### src/rtl/gpio_irq_ctrl.sv
// GPIO interrupt controller: synchronises port A/B pads, detects pin-change
// and INT0 events, keeps the GIFR flag image and issues a single
// request/acknowledge handshake toward the core's interrupt sequencer.
module gpio_irq_ctrl #(
   parameter int DATA_WIDTH  = 8,
   parameter int INT0_BIT    = 2,
   parameter int SYNC_STAGES = 2
) (
   input  logic                  clk,
   input  logic                  reset,
   input  logic [DATA_WIDTH-1:0] pa_pin,
   input  logic [DATA_WIDTH-1:0] pb_pin,
   input  logic [DATA_WIDTH-1:0] pcmsk0,
   input  logic [DATA_WIDTH-1:0] pcmsk1,
   input  logic [2:0]            gimsk,
   input  logic [1:0]            isc,
   input  logic [2:0]            gifr_w1c,
   output logic [DATA_WIDTH-1:0] pina,
   output logic [DATA_WIDTH-1:0] pinb,
   output logic [2:0]            gifr,
   output logic                  irq_req,
   output logic [1:0]            irq_vec,
   input  logic                  irq_ack
);

   // Detection is armed once the synchroniser and the previous-value copy
   // both hold real pad data; the counter saturates at that point.
   localparam int WARM_MAX = SYNC_STAGES + 1;
   localparam int WARM_W   = $clog2(WARM_MAX + 1);

   typedef enum logic [1:0] {IDLE = 2'd0, REQ = 2'd1, GAP = 2'd2} state_t;

   logic [SYNC_STAGES-1:0][DATA_WIDTH-1:0] sync_a_r, sync_b_r;
   logic [DATA_WIDTH-1:0] prev_a_r, prev_b_r;
   logic [WARM_W-1:0]     warm_r;
   logic                  warm_done_s;
   logic [2:0]            set_s, clr_s, gifr_next_s;
   logic                  int0_now_s, int0_was_s, int0_edge_s;
   logic                  ack_take_s;
   logic [2:0]            pend_s;
   state_t                state_r, state_next_s;
   logic                  req_next_s;
   logic [1:0]            vec_next_s;

   assign pina        = sync_a_r[SYNC_STAGES-1];
   assign pinb        = sync_b_r[SYNC_STAGES-1];
   assign warm_done_s = (warm_r == WARM_W'(WARM_MAX));
   assign int0_now_s  = pinb[INT0_BIT];
   assign int0_was_s  = prev_b_r[INT0_BIT];
   assign ack_take_s  = (state_r == REQ) && irq_ack;

   // Pad synchronisers and one-cycle-delayed copies for change detection.
   always_ff @(posedge clk or posedge reset) begin
      if (reset) begin
         sync_a_r <= '0;
         sync_b_r <= '0;
         prev_a_r <= '0;
         prev_b_r <= '0;
      end else begin
         sync_a_r <= {sync_a_r[SYNC_STAGES-2:0], pa_pin};
         sync_b_r <= {sync_b_r[SYNC_STAGES-2:0], pb_pin};
         prev_a_r <= pina;
         prev_b_r <= pinb;
      end
   end

   // Saturating warm-up counter that keeps reset-time pin levels from
   // looking like changes.
   always_ff @(posedge clk or posedge reset) begin
      if (reset) begin
         warm_r <= '0;
      end else if (!warm_done_s) begin
         warm_r <= warm_r + WARM_W'(1);
      end else begin
         warm_r <= warm_r;
      end
   end

   // Event detection, flag clear sources and per-source pending terms.
   always_comb begin
      int0_edge_s = 1'b0;
      case (isc)
         2'b01:   int0_edge_s = int0_now_s ^ int0_was_s;
         2'b10:   int0_edge_s = int0_was_s & ~int0_now_s;
         2'b11:   int0_edge_s = ~int0_was_s & int0_now_s;
         default: int0_edge_s = 1'b0;
      endcase

      set_s[0] = warm_done_s & int0_edge_s;
      set_s[1] = warm_done_s & (|((pina ^ prev_a_r) & pcmsk0));
      set_s[2] = warm_done_s & (|((pinb ^ prev_b_r) & pcmsk1));

      // Level-mode INT0 owns no flag, so an ack of vector 1 leaves INTF0 alone.
      clr_s[0] = gifr_w1c[0] | (ack_take_s && (irq_vec == 2'd1) && (isc != 2'b00));
      clr_s[1] = gifr_w1c[1] | (ack_take_s && (irq_vec == 2'd2));
      clr_s[2] = gifr_w1c[2] | (ack_take_s && (irq_vec == 2'd3));

      gifr_next_s = (gifr & ~clr_s) | set_s;

      pend_s[0] = gimsk[0] & ((isc == 2'b00) ? ~int0_now_s : gifr[0]);
      pend_s[1] = gimsk[1] & gifr[1];
      pend_s[2] = gimsk[2] & gifr[2];
   end

   // Flag register.
   always_ff @(posedge clk or posedge reset) begin
      if (reset) begin
         gifr <= 3'b000;
      end else begin
         gifr <= gifr_next_s;
      end
   end

   // Handshake state, request and vector registers.
   always_ff @(posedge clk or posedge reset) begin
      if (reset) begin
         state_r <= IDLE;
         irq_req <= 1'b0;
         irq_vec <= 2'd0;
      end else begin
         state_r <= state_next_s;
         irq_req <= req_next_s;
         irq_vec <= vec_next_s;
      end
   end

   // Next-state logic: request latched from IDLE, held in REQ, one GAP cycle after ack.
   always_comb begin
      state_next_s = state_r;
      req_next_s   = irq_req;
      vec_next_s   = irq_vec;
      case (state_r)
         IDLE: begin
            if (|pend_s) begin
               state_next_s = REQ;
               req_next_s   = 1'b1;
               if (pend_s[0]) begin
                  vec_next_s = 2'd1;
               end else if (pend_s[1]) begin
                  vec_next_s = 2'd2;
               end else begin
                  vec_next_s = 2'd3;
               end
            end else begin
               req_next_s = 1'b0;
            end
         end
         REQ: begin
            if (irq_ack) begin
               state_next_s = GAP;
               req_next_s   = 1'b0;
            end else begin
               req_next_s   = 1'b1;
            end
         end
         GAP: begin
            state_next_s = IDLE;
            req_next_s   = 1'b0;
         end
         default: begin
            state_next_s = IDLE;
            req_next_s   = 1'b0;
         end
      endcase
   end

endmodule

### config.mk
export PLATFORM = sky130hd
export DESIGN_NAME = gpio_irq_ctrl
export DESIGN_NICKNAME = d
export VERILOG_FILES = /design/src/rtl/gpio_irq_ctrl.sv
export SDC_FILE = /design/constraint.sdc
export NUM_CORES = 1
export LEC_CHECK = 0
export ABC_AREA = 1
export BUFFER_PORTS_ARGS = -buffer_cell sky130_fd_sc_hd__buf_4
export CORE_MARGIN = 3
export CORE_UTILIZATION = 50
export DETAILED_ROUTE_END_ITERATION = 12
export PLACE_DENSITY = 0.81
export SYNTH_ARGS = -nofsm -noshare
export SYNTH_HDL_FRONTEND = slang
export SYNTH_SLANG_ARGS = --single-unit
### constraint.sdc
create_clock -name clk -period 3.1 [get_ports clk]
set_clock_uncertainty 0.1 [all_clocks]
set_input_delay 0.62 -clock clk [delete_from_list [all_inputs] [get_ports clk]]
set_output_delay 0.62 -clock clk [all_outputs]
set_load 0.01 [all_outputs]
==> impl_metrics.toml <==
[outcome]
outcome = "complete, no violations"

[run]
count_of_maximum_capacitance_violations = 0

[timing]
final_hold_vio_count = 0
final_max_slew_viol_count = 0
totalNegativeSetupSlack_ps = 0
finalCriticalPeriod_ps = 1630
clock.fmax_mhz = 614
post-route-period-util_pct = 52.5
timing.max_slew.rel_slack_pct = 58.9
setup_viol_count_final = 0
timing_worst_slew_pin_value_ps = 615
unrepaired_setup_endpoints_after_global_routing = "no"

[detailed_routing]
vias_per_cell = 4.36
firstDrtPassIters = 4
remaining_antenna_violation_count_after_routing = 0
initialDrtViolationCount = 39
detail_route.wirelength_um = 3890
post-route-drc-count = 0
avgRoutedWirePerCell_um = 11.6
vias = 1457

[die]
io_pins = 65
fp-row-count = 23
dieHeight_um = 72.5
initial_utilization_pct = 53.4
coreArea_mm2 = 0.00414
dieArea_mm2 = 0.00526
floorplan.die.width_um = 72.5

[final_layout]
util_after_layout_pct = 68.3
antennaDiodeCount = 0
finalNonFillerCells = 334
drive_gt1_share_pct = 31.3
mostFrequentLayoutCell = "sky130_fd_sc_hd__buf_4"
area_overhead_vs_synth_pct = 28.1
final_cell_mix = "66 x sky130_fd_sc_hd__buf_4, 58 x sky130_fd_sc_hd__nand2_1, 58 x sky130_fd_sc_hd__dfrtp_1"
design.final.nets = 325
stdcell_area_mm2 = 0.00283

[clock_tree]
numCtsBuffers = 9
tritoncts_sinks = 58
htree_levels = 3
cts_tree = "done"
cts_max_path_buffers = 2
clkTransAtPathRegs_ps = 60
postCtsResizedCells = 0
hold_bufs_inserted_after_cts = 0
cts_root_buffer = "sky130_fd_sc_hd__clkbuf_8"
number_of_setup_buffers_added_after_cts = 0
worstSkewPairLatency_ps = 320

[worst_setup_path]
cp_slowest_stage_delay_ps = 430
critPathBufInv = 1
path_delay_family = "flip-flops"
cp.arrival_ps = 910
worst_path_max_delay_cell = "sky130_fd_sc_hd__dfrtp_1"
required_ps = 2380
critical_path_class = "register to output port"
critical_path_cell_sequence = "buf_4"
reg2reg_to = "gifr[2]$_DFF_PP0_"
regToRegSetupSlack_ps = 1720
critical_path_maximum_fanout = 5
critical_path.endpoint_type = "output port"
setup.worst_path.start_class = "register"
worst_reg2reg_path_startpoint = "pinb[2]$_DFF_PP0_"
worst-r2r-cell-count = 9

[placed_design]
dp_cells = 318
gp_congestion = 0.781
numPortBuffers = 64
placed_cell_area_mm2 = 0.00265
hpwl_um = 2890

[synth]
synth.avg_cell_area_um2 = 10.1
number_of_distinct_library_cells_after_synthesis = 18
syn-instance-count = 218
yosys.area_share.adder_pct = 1.70
synth_compound_area_share_pct = 1.47
synth_nets = 264
synth.yosys.seq_area_share_pct = 65.6
syn-cell-area_mm2 = 0.00221
synth_seq_cells = 58
synth-xor-area-share_pct = 0.396
post_synth_mux_area_share_pct = 0.509
largest_family_of_logic_cells_by_synthesized_area = "simple AND/OR/NAND/NOR gates"
simple_gate_share_of_the_synthesized_area_pct = 17.9
ys_warn_count = 0

[global_route]
grt_remaining_overflow = 0
grt_util_all_layers_pct = 15.9
largest_net_degree_at_the_start_of_global_routing = 31
wire_length_of_the_first_global_routing_pass_um = 6130
number_of_global_route_vias_before_repair = 1391
initial_antenna_violation_count = 0

[min_path]
holdCritStartpoint = "sync_a_r[5]$_DFF_PP0_"
min_path_cells = 0
timing.hold.worst_endpoint = "pina[5]$_DFF_PP0_"
worst_hold_path_type = "register to register"

[power]
share_comb_of_total_power_pct = 14.3
power.sequential.fraction_pct = 50.0
p_switching_w = 0.000439
power.internal_w = 0.00130
ratio_of_total_power_to_cell_area_mw_per_mm2 = 614
irDropWorstVdd_uv = 333
lkg_pwr_nw = 1.57
p_clk_share_pct = 35.8
power.share.switching_pct = 25.3
## power groups by stage
| stage | Sequential, W | Combinational, W | Clock, W |
|---|---|---|---|
| 2_1_floorplan | 0.000883 | 0.000134 | 0 |
| 3_3_place_gp | 0.000879 | 0.000243 | 0 |
| 3_5_place_dp | 0.000882 | 0.000252 | 0 |
| 4_1_cts | 0.000869 | 0.000253 | 0.000639 |
| 5_1_grt | 0.000874 | 0.000280 | 0.000670 |
| 6_report | 0.000868 | 0.000248 | 0.000622 |
## state kept, by name (all words and copies together), names as in the netlist
name and cells:
irq_req 1, prev_a_r 8, state_r 2, sync_a_r 8
pina 8, sync_b_r 8, prev_b_r 8, pinb 8
irq_vec 2, warm_r 2, gifr 3
## layer usage
layer	GRT usage (%)	vias to the layer above	routed length (um)
li1	-	760	-
met3	6.93	2	243
met2	25.1	37	1970
met1	18.9	658	1650
met5	0	-	0
met4	7.38	0	23
## stage by stage
step	power, W	hold slack [ps]	worst slack, ps
floorplan	0.00102	231	952
global placement	0.00112	232	1490
detailed placement	0.00113	235	1440
CTS	0.00176	248	1450
global route	0.00182	253	1420
finish	0.00174	248	1470
## kinds of logic after synthesis
| family | count (synthesis) |
|---|---|
| AO/OA/AOI/OAI | 6 |
| flip-flops | 58 |
| multiplexers | 1 |
| buffers and inverters | 57 |
| AND/OR/NAND/NOR | 92 |
| adder cells (fa/ha/maj) | 3 |
| XOR/XNOR | 1 |
## worst max path at each step
stage | from | endpoint | slack [ps] | cells past startpoint
floorplan | reset | gifr[0]$_DFF_PP0_ | 950 | 1
global placement | reset | sync_b_r[0]$_DFF_PP0_ | 1490 | 3
detailed placement | reset | pina[2]$_DFF_PP0_ | 1440 | 3
CTS | irq_vec[0]$_DFFE_PP0P_ | irq_vec[0] | 1450 | 1
global route | pina[2]$_DFF_PP0_ | pina[2] | 1420 | 1
finish | irq_vec[0]$_DFFE_PP0P_ | irq_vec[0] | 1470 | 1
## final cells by class
cell class / instances / area (um^2)
Fill cell: 332 / 1310
Sequential cell: 58 / 1450
Multi-Input combinational cell: 103 / 485
Inverter: 41 / 154
Tap cell: 50 / 62.6
Clock buffer: 14 / 173
Timing Repair Buffer: 66 / 495
Clock inverter: 2 / 10.0
## Yosys cell counts
library cell	n	area share (%)
sky130_fd_sc_hd__a21oi_1	1	0.23
sky130_fd_sc_hd__a31oi_1	1	0.28
sky130_fd_sc_hd__buf_4	16	5.4
sky130_fd_sc_hd__dfrtp_1	58	66
sky130_fd_sc_hd__ha_1	3	1.7
sky130_fd_sc_hd__inv_1	39	6.6
sky130_fd_sc_hd__inv_2	2	0.34
sky130_fd_sc_hd__mux2_2	1	0.51
sky130_fd_sc_hd__nand2_1	58	9.8
sky130_fd_sc_hd__nand2_2	2	0.57
sky130_fd_sc_hd__nand2_4	1	0.51
sky130_fd_sc_hd__nand3_1	18	4.1
sky130_fd_sc_hd__nand3_2	2	0.91
sky130_fd_sc_hd__nand4_1	1	0.28
sky130_fd_sc_hd__nor2_1	10	1.7
sky130_fd_sc_hd__o21ai_0	3	0.68
sky130_fd_sc_hd__o22ai_1	1	0.28
sky130_fd_sc_hd__xnor2_1	1	0.40
No activity file was read; power rests on OpenSTA's default activity.
